<file path="config.mk">
export PLATFORM = sky130hd
export DESIGN_NAME = input_port_buffer
export DESIGN_NICKNAME = d
export VERILOG_FILES = /design/src/rtl/noc_pkg.sv /design/src/rtl/flit_fifo.sv /design/src/rtl/input_port_buffer.sv
export SDC_FILE = /design/constraint.sdc
export NUM_CORES = 1
export LEC_CHECK = 0
export BUFFER_PORTS_ARGS = -buffer_cell sky130_fd_sc_hd__buf_2
export CORE_MARGIN = 3
export CORE_UTILIZATION = 51
export DETAILED_ROUTE_END_ITERATION = 8
export PLACE_DENSITY = 0.81
export SLEW_MARGIN = 20
export SYNTH_ARGS = -nofsm -noshare
export SYNTH_HDL_FRONTEND = slang
export SYNTH_SLANG_ARGS = --single-unit
</file>
<file path="constraint.sdc">
create_clock -name clk -period 2.4 [get_ports clk]
set_input_delay 0.12 -clock clk [delete_from_list [all_inputs] [get_ports clk]]
set_output_delay 0.12 -clock clk [all_outputs]
set_load 0.01 [all_outputs]
</file>
<file path="src/rtl/noc_pkg.sv">
// Shared NoC definitions: output-port encoding, flit field layout and the XY
// routing function used by the router input ports and the network interface.
package noc_pkg;

    localparam int COORD_W = 4;

    typedef enum logic [2:0] {
        LOCAL = 3'd0,
        WEST  = 3'd1,
        NORTH = 3'd2,
        EAST  = 3'd3,
        SOUTH = 3'd4
    } port_e;

    localparam logic [1:0] FLIT_BODY      = 2'b00;
    localparam logic [1:0] FLIT_HEAD      = 2'b01;
    localparam logic [1:0] FLIT_TAIL      = 2'b10;
    localparam logic [1:0] FLIT_HEAD_TAIL = 2'b11;

    localparam int TYPE_LSB = 16;
    localparam int TYPE_MSB = 17;
    localparam int DX_LSB   = 4;
    localparam int DY_LSB   = 0;

    // Resolve X first, then Y; equal coordinates deliver locally.
    function automatic port_e xy_route(input logic [COORD_W-1:0] dest_x,
                                       input logic [COORD_W-1:0] dest_y,
                                       input logic [COORD_W-1:0] cur_x,
                                       input logic [COORD_W-1:0] cur_y);
        port_e p;
        if (dest_x > cur_x)      p = EAST;
        else if (dest_x < cur_x) p = WEST;
        else if (dest_y > cur_y) p = NORTH;
        else if (dest_y < cur_y) p = SOUTH;
        else                     p = LOCAL;
        return p;
    endfunction

    function automatic logic is_head_type(input logic [1:0] t);
        return (t == FLIT_HEAD) || (t == FLIT_HEAD_TAIL);
    endfunction

endpackage

</file>
<file path="src/rtl/flit_fifo.sv">
// Circular flit buffer with a registered occupancy count; rdata always shows
// the entry at the read pointer. Over-push and under-pop are ignored.
module flit_fifo #(
    parameter int DATA_WIDTH = 18,
    parameter int DEPTH      = 4
) (
    input  logic                    clk,
    input  logic                    rst_n,
    input  logic                    push,
    input  logic                    pop,
    input  logic [DATA_WIDTH-1:0]   wdata,
    output logic [DATA_WIDTH-1:0]   rdata,
    output logic [$clog2(DEPTH):0]  count,
    output logic                    full,
    output logic                    empty
);

    localparam int PTR_W = $clog2(DEPTH);
    localparam int CNT_W = PTR_W + 1;

    logic [DATA_WIDTH-1:0] mem [DEPTH];
    logic [PTR_W-1:0]      wr_ptr;
    logic [PTR_W-1:0]      rd_ptr;
    logic                  do_push;
    logic                  do_pop;

    assign full    = (count == CNT_W'(DEPTH));
    assign empty   = (count == '0);
    assign do_push = push && !full;
    assign do_pop  = pop && !empty;
    assign rdata   = mem[rd_ptr];

    // Pointers wrap naturally because DEPTH is a power of two.
    always_ff @(posedge clk or negedge rst_n) begin
        if (!rst_n) begin
            wr_ptr <= '0;
            rd_ptr <= '0;
            count  <= '0;
        end else begin
            if (do_push) wr_ptr <= wr_ptr + PTR_W'(1);
            if (do_pop)  rd_ptr <= rd_ptr + PTR_W'(1);
            case ({do_push, do_pop})
                2'b10:   count <= count + CNT_W'(1);
                2'b01:   count <= count - CNT_W'(1);
                default: count <= count;
            endcase
        end
    end

    always_ff @(posedge clk) begin
        if (do_push) mem[wr_ptr] <= wdata;
    end

endmodule

</file>
<file path="src/rtl/input_port_buffer.sv">
// Router input port: buffers upstream flits, XY-routes the head flit, requests
// the allocator and streams the packet to the crossbar until its tail leaves.
module input_port_buffer
    import noc_pkg::*;
#(
    parameter int                  DATA_WIDTH = 18,
    parameter int                  DEPTH      = 4,
    parameter logic [COORD_W-1:0]  X_COORD    = '0,
    parameter logic [COORD_W-1:0]  Y_COORD    = '0
) (
    input  logic                   clk,
    input  logic                   rst_n,
    input  logic                   in_req,
    input  logic [DATA_WIDTH-1:0]  in_data,
    output logic                   in_ack,
    output logic                   sw_req,
    output logic [DATA_WIDTH-1:0]  sw_data,
    input  logic                   sw_ack,
    output logic [2:0]             dest,
    output logic                   alloc_req,
    input  logic                   grant,
    output logic                   err
);

    typedef enum logic [1:0] {IDLE, ROUTE, ACTIVE} state_e;

    state_e                  state;
    logic [$clog2(DEPTH):0]  count;
    logic                    full;
    logic                    empty;
    logic [DATA_WIDTH-1:0]   head;
    logic [1:0]              head_type;
    logic                    push;
    logic                    sw_pop;
    logic                    drop;
    port_e                   route;

    flit_fifo #(
        .DATA_WIDTH (DATA_WIDTH),
        .DEPTH      (DEPTH)
    ) u_fifo (
        .clk   (clk),
        .rst_n (rst_n),
        .push  (push),
        .pop   (sw_pop || drop),
        .wdata (in_data),
        .rdata (head),
        .count (count),
        .full  (full),
        .empty (empty)
    );

    assign head_type = head[TYPE_MSB:TYPE_LSB];
    assign route     = xy_route(head[DX_LSB +: COORD_W], head[DY_LSB +: COORD_W],
                                X_COORD, Y_COORD);

    assign in_ack    = !full;
    assign push      = in_req && in_ack;
    assign sw_data   = head;
    assign sw_req    = (state == ROUTE) || ((state == ACTIVE) && !empty);
    assign alloc_req = (state != IDLE);
    // The switch already gates sw_ack by grant; requalifying keeps a stray ack
    // from draining a packet that holds no allocation.
    assign sw_pop    = sw_req && sw_ack && grant;
    assign drop      = (state == IDLE) && !empty && !is_head_type(head_type);

    always_ff @(posedge clk or negedge rst_n) begin
        if (!rst_n) begin
            state <= IDLE;
            dest  <= 3'd0;
            err   <= 1'b0;
        end else begin
            err <= drop;
            case (state)
                IDLE: begin
                    if (!empty && is_head_type(head_type)) begin
                        dest  <= route;
                        state <= ROUTE;
                    end
                end
                ROUTE: begin
                    if (sw_pop)
                        state <= (head_type == FLIT_HEAD_TAIL) ? IDLE : ACTIVE;
                end
                ACTIVE: begin
                    // Stray heads mid-packet are streamed as body flits.
                    if (sw_pop && head_type == FLIT_TAIL)
                        state <= IDLE;
                end
                default: state <= IDLE;
            endcase
        end
    end

endmodule

</file>
# After elaboration in Yosys (flattened, before gate mapping)
# Memory sizes are Yosys's and may differ from the RTL's.
# Cells that the tools add are included.
[totals] register_bits=13 ram_bits=72 inputBits=23 out_inout_bits=25 elab_cells=60 n_memories=1
[mem_list] memory="u_fifo.mem" depth=4 width=18 rd=1 rd_clocked_by_memory_dff=0 write_ports=1 line="flit_fifo.sv:21" source="logic [DATA_WIDTH-1:0] mem [DEPTH];"
[op_classes] addsub=4 magnitude_cmp=4 eq_ne=11 mux=12 n_reduce_logical=22
[ops] cell="2-to-1 mux 3 bit" count=4
[ops] cell="logical AND 1 bit" count=10
[ops] cell="== test 2 bit, second input constant" count=4
[ops] cell="greater-than comparator 4 x 1 -> 1 bit, second input constant" count=2
[ops] cell="< comparator 4 x 1 -> 1 bit, second input constant" count=2
[ops] cell="2-to-1 mux 2 bit" count=4
[ops] cell="== test 2 x 1 -> 1 bit, second input constant" count=3
[ops] cell="one-hot mux 2 bit (3 select lines)" count=1
[ops] cell="one-hot mux 3 bit (2 select lines)" count=1
[ops] cell="adder 2 x 1 -> 2 bit, second input constant" count=2
[ops] cell="!= test 2 x 1 -> 1 bit, second input constant" count=2
[ops] cell="nonzero test 2 bit" count=2
[ops] cell="adder 3 x 1 -> 3 bit, second input constant" count=1
[ops] cell="== test 3 bit, second input constant" count=1
[ops] cell="zero test 1 bit" count=3
[ops] cell="zero test 3 bit" count=1
[ops] cell="logical OR 1 bit" count=3
[ops] cell="AND reduction 3 bit" count=1
[ops] cell="subtractor 3 x 1 -> 3 bit, second input constant" count=1
[ops] cell="zero test 2 bit" count=1
[ops] cell="2-to-1 mux 1 bit" count=2
[ops] cell="!= test 2 bit, second input constant" count=1
[ops] cell="AND reduction 2 bit" count=1

# Longest topological paths before layout
# Gate-level depths: netlist of the first run.
[depth] word_depth=10 depth_mapped=10 depth_no_buf=10

# Hierarchy
# Synthesis of the first run repeated with hierarchy kept, for this count alone.
[hier_totals] cells_unflattened=160 hier_area_um2=3320.7
[modules_own_cells] module="flit_fifo" n_inst=1 cells_per_inst=131 area_per_inst_um2=3037.9 seq_area_each_um2=2337.2
[modules_own_cells] module="input_port_buffer" n_inst=1 cells_per_inst=29 area_per_inst_um2=282.8 seq_area_each_um2=125.1

# Least setup slack after synthesis of the first run
# No wires, ideal clock.
[synth_path] kind="register to register" startpoint="register u_fifo.rd_ptr[0]" endpoint="register u_fifo.count[2]" setup_ns=0.079 arrival_ns=2.300 t_required_ns=2.321 setup_slack_ns=0.021 path_stages_with_launch=10 path_buffers=0 period_less_slack_ns=2.379 path_cell_list="dfrtp_1 > mux4_2 > o211ai_1 > and2_1 > ha_1 > inv_1 > fa_1 > xor2_1 > nor2_1 > xor2_1"
[synth_via] elab_chain_cells=9 word_cells_on_any_way=12 classes_between="eq/ne: 4; mux: 1; reduce/logical: 6; memory: 1"
[synth_lines] item="start, declared" line="flit_fifo.sv:23" source="logic [PTR_W-1:0] rd_ptr;"
[synth_lines] item="start signal, assigned" line="flit_fifo.sv:41" source="if (do_pop) rd_ptr <= rd_ptr + PTR_W'(1);"
[synth_lines] item="memory read (4 x 18 bit) *"
[synth_lines] item="net sw_data[16]" line="input_port_buffer.sv:17" source="output logic [DATA_WIDTH-1:0] sw_data,"
[synth_lines] item="== test 2 x 1 -> 1 bit / == test 2 bit (equally long branches)" line="noc_pkg.sv:40" source="return (t == FLIT_HEAD) || (t == FLIT_HEAD_TAIL);"
[synth_lines] item="logical OR 1 bit *" line="noc_pkg.sv:40"
[synth_lines] item="zero test 1 bit *" line="input_port_buffer.sv:65" source="assign drop = (state == IDLE) && !empty && !is_head_type(head_type);"
[synth_lines] item="logical AND 1 bit *" line="input_port_buffer.sv:65"
[synth_lines] item="logical OR 1 bit *" line="input_port_buffer.sv:45" source=".pop (sw_pop || drop),"
[synth_lines] item="logical AND 1 bit *" line="flit_fifo.sv:30" source="assign do_pop = pop && !empty;"
[synth_lines] item="net u_fifo.do_pop" line="flit_fifo.sv:25" source="logic do_pop;"
[synth_lines] item="== test 2 x 1 -> 1 bit / == test 2 bit (equally long branches)" line="flit_fifo.sv:42" source="case ({do_push, do_pop})"
[synth_lines] item="one-hot mux 3 bit (2 select lines) / nonzero test 2 bit (equally long branches)"
[synth_lines] item="end signal, assigned" line="flit_fifo.sv:43" source="2'b10: count <= count + CNT_W'(1);"
[synth_lines] item="end signal, assigned" line="flit_fifo.sv:44" source="2'b01: count <= count - CNT_W'(1);"
[synth_lines] item="end signal, assigned" line="flit_fifo.sv:45" source="default: count <= count;"
[synth_lines] item="end, declared" line="flit_fifo.sv:13" source="output logic [$clog2(DEPTH):0] count,"
# The timed path passes the listed nets; every way through them passes the cells marked *.
# A chain may end at the register's enable or synchronous reset.

# Final worst setup path of the first run
[layout_path] startpoint="register u_fifo.rd_ptr[0]" endpoint="register u_fifo.count[2]"
[layout_via] elab_chain_cells=9 word_cells_on_any_way=12 classes_between="eq/ne: 4; mux: 1; reduce/logical: 6; memory: 1"
[layout_lines] item="memory read (4 x 18 bit) *"
[layout_lines] item="== test 2 x 1 -> 1 bit / == test 2 bit (equally long branches)" line="noc_pkg.sv:40"
[layout_lines] item="logical OR 1 bit *" line="noc_pkg.sv:40"
[layout_lines] item="zero test 1 bit *" line="input_port_buffer.sv:65"
[layout_lines] item="logical AND 1 bit *" line="input_port_buffer.sv:65"
[layout_lines] item="logical OR 1 bit *" line="input_port_buffer.sv:45"
[layout_lines] item="logical AND 1 bit *" line="flit_fifo.sv:30"
[layout_lines] item="net u_fifo.do_pop" line="flit_fifo.sv:25"
[layout_lines] item="== test 2 x 1 -> 1 bit / == test 2 bit (equally long branches)" line="flit_fifo.sv:42"
[layout_lines] item="one-hot mux 3 bit (2 select lines) / nonzero test 2 bit (equally long branches)"
# Marked as above.

==> summary.md, run 1 <==
| Metric | Value |
|---|---|
| Status | `finished, final reports clean` |
| Core Area | `6100 µm²` |
| DRC viols | `0` |
| Final Cycle Share | `99.8%` |
| Mapped Nets | `190` |
| R2R Path End | `u_fifo.count[2]$_DFFE_PN0P_` |
| Register area | `roughly 2500 µm²` |
| Max_cap viols | `0` |
| Pin count of the biggest net entering global routing | `20` |
| Netlist cell types | `33` |
| Final-layout fill cell count | `approximately 400` |
| Ports | `48` |
| Final net count | `280` |
| First-pass GRT wire length | `9450 µm` |
| Switching part of the total | `between 30% and 40%` |
| Fin util | `68.4%` |
| P&R area growth vs syn | `26.5%` |
| Cell accounting for the most synthesized area | `edfxtp_1` |
| EDFF count, synth | `72` |
| Inserted Diodes | `0` |
| Vias in the first global route | `1874` |
| Setup-violating endpoint count in the final report | `0` |
| Chip height | `just under 90 µm` |
| Hold path start | `sw_ack` |
| CP Buf/Inv Count | `1` |
| Initial DRC count | `89` |
| Critical Path Most Common Cell | `xor2_1` |
| CTS sink count | `84` |
| Synth top cells by count | `72 x edfxtp_1, 15 x mux4_2, 12 x dfrtp_1` |
| Pwr Total | `slightly above 5 mW` |
| Setup Skew | `0.00672 ns` |
| Worst skew pair latency | `0.34 ns` |
| Inst Count DP | `about 290` |
| CP max FO | `2` |
| Hold Slack | `about 0.17 ns` |
| Mapped Area | `3300 µm²` |
| Post-DRT Antenna Nets | `0` |
| Number of synthesized register bits | `84` |
| RSZ-0062 raised after global routing | `true` |
| Die Width | `86.4 µm` |
| Hold path cells | `4` |
| CP max stage delay | `0.52 ns` |
| Routed len/inst | `between 15 and 20 µm` |
| Worst-path clk slew | `approximately 0.080 ns` |
| Post-DR vias/cell | `approximately 5.3` |
| Drt first pass iters | `4` |
| IO Port Bufs | `46` |
| Area contributors post-synth | `edfxtp_1 66%, mux4_2 10%, dfrtp_1 9.1%` |
| Pleak | `1.58 nW` |
| Peak Freq | `417 MHz` |
| Slew margin rel. | `36.9%` |
| Min Tclk post-route | `2.40 ns` |
| Top FF cell, synth | `edfxtp_1` |
| CTS Buf Count | `9` |
| Clock Tree Root | `clkbuf_8` |
| Post-synth top area share | `65.6%` |
| H-tree Lvls | `3` |
| Syn avg cell area | `20.5 µm²` |
| R2R Setup Slk | `0.005 ns` |
| Top-count cell post-synth | `edfxtp_1` |
| Multi-input combinational cell area | `roughly 820 µm²` |
| Pre-CTS setup slack | `0.00287 ns` |
| PD cells | `1230 nW/µm²` |
| Max Root-Sink Buffers | `2` |
| Synth warnings | `0` |
| Post-Syn Instances | `around 160` |
| Cell Rows | `28` |
| PnR worst setup slack | `0.00454 ns` |
| Critical path type | `reg -> reg` |
| Worst slew pin tran | `0.947 ns` |
| GPL Wtd Cong | `0.826` |
| Hold path endpoint | `state[1]$_DFFE_PN0P_` |
| HP Class | `in -> reg` |
| HPWL after DPL | `3690 µm` |
| Max VDD drop | `0.912 mV` |
| Worst setup EP type | `register` |
| Clk pwr share | `18.1%` |
| Crit path DAT | `between 2 and 3 ns` |
| WP data required | `about 2.6 ns` |
| Total wire length | `5850 µm` |
| Die area | `7460 µm²` |
| Final Max Slew Viols | `0` |
| Final number of hold-violating endpoints | `0` |
| Sequential Power Share | `40.8%` |
| Cell family with most CP delay | `multiplexers` |
| Initial antenna violation count | `0` |
| Ys async rst share | `14.3%` |
| Congestion Overflow GR | `0` |
| Layout cells sized above 1 | `40.0%` |
| Via count of the routed design | `between 1500 and 2000` |
| Initial Util | `roughly 54%` |
| Startpoint types | `register` |
| Int Pwr | `3.51 mW` |
| Logic pwr share | `41.0%` |
| CTS tree | `yes` |
| GRT Overall Usage | `17.1%` |
| Crit path max-delay cell type | `mux4_2` |
| Seq/Total Area, Yosys | `about three quarters` |
| R2R depth | `9` |
| Psw | `1.63 mW` |
| Finished Layout Cells | `330` |
| Crit path cell chain | `mux4_2, o211ai_1, and2_4, ha_4, inv_2, fa_2, xor2_1, nor2_1, xor2_1` |
| Critical R2R Launch | `u_fifo.rd_ptr[0]$_DFFE_PN0P_` |
==> what timing repair did <==
action                                  CTS  global route
resized for setup                         3             6
endpoints found under the setup margin    1             3
endpoints found under the hold margin    80             4
setup buffers                            10             3
gates cloned                              0             0
pin swaps                                 3             5
hold buffers                             18             1
==> flip-flops by register name, indices dropped and copies added, names as in the netlist <==
name and cells:
u_fifo.rd_ptr 2, state 2, dest 2, u_fifo.mem 72
u_fifo.wr_ptr 2, u_fifo.count 3, err 1
==> metal layers <==
layer / GRT usage (%) / wire, µm
met1: 22.0 / 2540
met2: 28.4 / 2940
met3: 5.04 / 294
met4: 5.10 / 78
met5: 0 / 0
==> per-stage QoR <==
step           cell area, µm²  TNS, ns
3_3_place_gp             3670        0
3_5_place_dp             3670        0
2_1_floorplan            3300        0
5_1_grt                  4170   -0.111
6_report                 4170        0
4_1_cts                  4120        0
==> power by group through the flow <==
stage               Sequential (mW)  Combinational (mW)  Clock [mW]
finish                         2.10                2.11       0.932
global route                   2.13                2.30        1.01
CTS                            2.10                2.01       0.950
detailed placement             2.13                1.78           0
global placement               2.11                1.74           0
floorplan                      2.10                1.18           0
==> worst min-delay path: cells and delay by family <==
family | cells | cell delay [ns]
simple gates | 1 | 0.05
compound gates | 2 | 0.16
buf+inv | 1 | 0.12
==> cells by family (layout without fill, tap and decap cells) <==
logic type                 Yosys count  count (layout)  synth area share, %
DFF                                 84              84                 74.7
and+or+nand+nor                     25              25                 4.63
muxes                               20              20                 13.3
buffers and inverters               11             105                 1.71
AOI/OAI and AO/OA                    8               8                 1.48
adders and majority gates            6               6                 2.50
xor gates and xnor gates             6               6                 1.59
other                                1               1                0.114
==> placed cells by master, fill, tap and decap left out, types with 2 or more instances in the layout <==
cell	count
xnor2_1	2
dfrtp_1	12
edfxtp_1	72
and2_1	2
clkbuf_1	2
o21ai_0	4
dlygate4sd3_1	19
nand2_1	3
buf_12	2
buf_4	16
ha_1	4
mux4_1	3
mux4_2	15
and3_1	4
nand2b_1	2
xor2_1	3
clkbuf_8	9
buf_2	46
nand4b_1	2
inv_1	5
nor3_1	3
==> how the worst max path moves through the flow <==
stage | startpoint | endpoint | slack, ns | depth (start not counted)
floorplan | u_fifo.rd_ptr[0]$_DFFE_PN0P_ | u_fifo.count[2]$_DFFE_PN0P_ | 0.02 | 9
global placement | u_fifo.rd_ptr[0]$_DFFE_PN0P_ | u_fifo.count[2]$_DFFE_PN0P_ | 0.08 | 9
detailed placement | u_fifo.rd_ptr[0]$_DFFE_PN0P_ | u_fifo.count[2]$_DFFE_PN0P_ | 0.003 | 9
CTS | u_fifo.rd_ptr[0]$_DFFE_PN0P_ | u_fifo.count[2]$_DFFE_PN0P_ | 0.03 | 9
global route | u_fifo.rd_ptr[0]$_DFFE_PN0P_ | u_fifo.count[2]$_DFFE_PN0P_ | -0.11 | 9
finish | u_fifo.rd_ptr[0]$_DFFE_PN0P_ | u_fifo.count[2]$_DFFE_PN0P_ | 0.005 | 9
==> area by class of cell <==
cell class              count  area share (%)
multi-input cells          66            19.6
inverters                   6           0.540
clock inverters             4            1.23
repair buffers             84            14.2
flip-flops and latches     84            59.1
clock buffers              11            3.15
well taps                  75            2.25
Note: power is estimated with default switching activity, not from simulation.
==> run 2: changes to the inputs <==
--- a/config.mk
+++ b/config.mk
@@ -6,10 +6,13 @@
 export NUM_CORES = 1
 export LEC_CHECK = 0
 export BUFFER_PORTS_ARGS = -buffer_cell sky130_fd_sc_hd__buf_2
+export CAP_MARGIN = 20
+export CELL_PAD_IN_SITES_DETAIL_PLACEMENT = 1
+export CELL_PAD_IN_SITES_GLOBAL_PLACEMENT = 1
 export CORE_MARGIN = 3
-export CORE_UTILIZATION = 51
+export CORE_UTILIZATION = 52
 export DETAILED_ROUTE_END_ITERATION = 8
-export PLACE_DENSITY = 0.81
+export PLACE_DENSITY = 0.89
 export SLEW_MARGIN = 20
 export SYNTH_ARGS = -nofsm -noshare
 export SYNTH_HDL_FRONTEND = slang
==> constraint.sdc (replaced) <==
create_clock -name clk -period 2.86 [get_ports clk]
set_input_delay 0.143 -clock clk [delete_from_list [all_inputs] [get_ports clk]]
set_output_delay 0.143 -clock clk [all_outputs]
set_load 0.01 [all_outputs]
==> summary.md, run 2 (synthesis gave the netlist of run 1 again) <==
| Metric | Value |
|---|---|
| Status | `finished, final reports clean (unchanged)` |
| Logic pwr share | `35.6% (was 41.0%)` |
| DRC viols | `0 (unchanged)` |
| Cell Rows | `28 (unchanged)` |
| Max VDD drop | `0.514 mV (was 0.912 mV)` |
| P&R area growth vs syn | `20.1% (was 26.5%)` |
| Worst-path clk slew | `0.08 ns (about the same)` |
| Critical R2R Launch | `u_fifo.rd_ptr[0]$_DFFE_PN0P_ (unchanged)` |
| RSZ-0062 raised after global routing | `false (was true)` |
| Worst setup EP type | `register (unchanged)` |
| Peak Freq | `397 MHz (was 417 MHz)` |
| Inserted Diodes | `0 (unchanged)` |
| GRT Overall Usage | `20.0% (was 17.1%)` |
| HPWL after DPL | `4090 µm (was 3690 µm)` |
| Hold Slack | `0.0155 ns (was 0.166 ns)` |
| Max Root-Sink Buffers | `2 (unchanged)` |
| CTS Buf Count | `9 (unchanged)` |
| Final Max Slew Viols | `0 (unchanged)` |
| Critical path startpoint | `u_fifo.rd_ptr[0]$_DFFE_PN0P_ (unchanged)` |
| Sequential Power Share | `42.6% (was 40.8%)` |
| HP Class | `in -> reg (unchanged)` |
| Pleak | `1.48 nW (was 1.58 nW)` |
| Initial Util | `54.7% (was 54.1%)` |
| Drt first pass iters | `4 (unchanged)` |
| GR peak layer | `met2 (unchanged)` |
| Max_cap viols | `0 (unchanged)` |
| WP data required | `3.14 ns (was 2.63 ns)` |
| Setup Skew | `0.00823 ns (was 0.00672 ns)` |
| Congestion Overflow GR | `0 (unchanged)` |
| Hold path start | `in_data[8] (was sw_ack)` |
| Finished Layout Cells | `310 (was 330)` |
| CTS tree | `yes (unchanged)` |
| H-tree Lvls | `3 (unchanged)` |
| First-pass GRT wire length | `10600 µm (was 9450 µm)` |
| Int Pwr | `2.82 mW (was 3.51 mW)` |
| Vias in the first global route | `1915 (was 1874)` |
| Final-layout fill cell count | `528 (was 412)` |
| Die Width | `85.6 µm (was 86.4 µm)` |
| CTS sink count | `84 (unchanged)` |
| Commonest cells after routing, fill and taps aside | `72 x edfxtp_1, 46 x buf_2, 15 x mux4_2 (was 72 x edfxtp_1, 46 x buf_2, 19 x dlygate4sd3_1)` |
| Post-DR vias/cell | `5.62 (was 5.35)` |
| M2 GR Usage | `34.9% (was 28.4%)` |
| Post-CTS Setup Bufs | `0 (was 10)` |
| Pin count of the biggest net entering global routing | `20 (unchanged)` |
| Worst skew pair latency | `0.35 ns (was 0.34 ns)` |
| Clock Tree Root | `clkbuf_8 (unchanged)` |
| Routed len/inst | `21.5 µm (was 17.7 µm)` |
| Via count of the routed design | `1742 (was 1765)` |
| Ports | `48 (unchanged)` |
| Final Cycle Share | `88.1% (was 99.8%)` |
| Crit path DAT | `2.80 ns (was 2.62 ns)` |
| Psw | `1.36 mW (was 1.63 mW)` |
| Startpoint types | `register (unchanged)` |
| Final net count | `259 (was 280)` |
| IO Port Bufs | `46 (unchanged)` |
| Most common cell after layout, fill and taps aside | `edfxtp_1 (unchanged)` |
| Grt met1 use | `24.4% (was 22.0%)` |
| Setup-violating endpoint count in the final report | `0 (unchanged)` |
| Biggest registers after layout | `u_fifo.mem: 72 flops, u_fifo.count: 3 flops (unchanged)` |
| Clk pwr share | `21.8% (was 18.1%)` |
| Inst Count DP | `283 (was 285)` |
| Total wire length | `6650 µm (was 5850 µm)` |
| Global routing usage on met3 | `6.05% (was 5.04%)` |
| Chip height | `85.6 µm (was 86.4 µm)` |
| Fin util | `65.7% (was 68.4%)` |
| Largest Register | `u_fifo.mem (unchanged)` |
| CP max FO | `6 (was 2)` |
| Final number of hold-violating endpoints | `0 (unchanged)` |
| Initial DRC count | `82 (was 89)` |
| Min Tclk post-route | `2.52 ns (was 2.40 ns)` |
| Layout cells sized above 1 | `35.7% (was 40.0%)` |
| Die area | `7330 µm² (was 7460 µm²)` |
| Initial antenna violation count | `0 (unchanged)` |
| Post-DRT Antenna Nets | `0 (unchanged)` |
| Core Area | `6030 µm² (was 6100 µm²)` |
| Max reg flops | `72 (unchanged)` |
| PD cells | `1050 nW/µm² (was 1230 nW/µm²)` |
| Critical path type | `reg -> reg (unchanged)` |
| CTS resizes | `0 (was 3)` |
| GPL Wtd Cong | `0.781 (was 0.826)` |
| Switching part of the total | `32.5% (was 31.7%)` |
| Setup TNS | `0 ns (unchanged)` |
-- run 2: cell types whose count changed in the layout (fill, tap and decap cells not counted), sizes merged --
cell	previous run	this run
dlygate4sd3	19	11
buf	65	52
inv	6	7
clkinv	2	1
bufinv	1	2
-- run 2: what timing repair did --
action                                 4_1_cts  5_1_grt
hold buffers                                 9        2
endpoints found under the hold margin       39        6
setup endpoints to repair                    0        0
-- run 2: final timing paths --
check / cells after the start / slack [ns] / end
worst max-delay path: 9 / 0.34 / u_fifo.count[2]$_DFFE_PN0P_
worst min-delay path: 1 / 0.02 / u_fifo.mem[1][8]$_DFFE_PP_
worst max register to register: 9 / 0.34 / u_fifo.count[2]$_DFFE_PN0P_
worst min register to register: 2 / 0.52 / dest[0]$_DFFE_PN0P_
max in group asynchronous: 2 / 2.43 / state[1]$_DFFE_PN0P_
min in group asynchronous: 2 / 0.20 / err$_DFF_PN0_
-- run 2: final cells by class --
| type | count | area [µm²] | share of cell area [%] |
|---|---|---|---|
| clock buffers | 11 | 131 | 3.32 |
| inverters | 6 | 22.5 | 0.569 |
| multi-input cells | 66 | 778 | 19.7 |
| flip-flops and latches | 84 | 2460 | 62.2 |
| clock inverters | 5 | 85.1 | 2.15 |
| well taps | 75 | 93.8 | 2.37 |
| repair buffers | 63 | 385 | 9.73 |
-- run 2: routing by layer --
layer  wire, µm  part of all wire [%]
met1       2660                    40
met2       3600                    54
met3        346                   5.2
met4         46                  0.69
met5          0                     0
-- run 2: power groups by stage --
| stage | logic [mW] | registers (mW) | clock network (mW) |
|---|---|---|---|
| global route | 1.63 | 1.80 | 0.982 |
| detailed placement | 1.47 | 1.80 | 0 |
| global placement | 1.43 | 1.77 | 0 |
| finish | 1.49 | 1.78 | 0.911 |
| CTS | 1.51 | 1.78 | 0.926 |
| floorplan | 0.992 | 1.76 | 0 |
-- run 2: per-stage QoR --
step | setup slack [ns] | instance area, µm² | power (mW)
2_1_floorplan | 0.481 | 3300 | 2.76
3_3_place_gp | 0.464 | 3630 | 3.20
3_5_place_dp | 0.349 | 3630 | 3.28
4_1_cts | 0.325 | 3940 | 4.21
5_1_grt | 0.181 | 3960 | 4.41
6_report | 0.341 | 3960 | 4.17
-- run 2: worst max-delay path: stages, from the launching register on --
cell,delay [ns]
dfrtp_1,0.39
mux4_2,0.57
o211ai_1,0.26
and2_1,0.20
ha_1,0.19
inv_1,0.06
fa_1,0.37
xor2_1,0.15
nor2_1,0.11
xor2_1,0.15
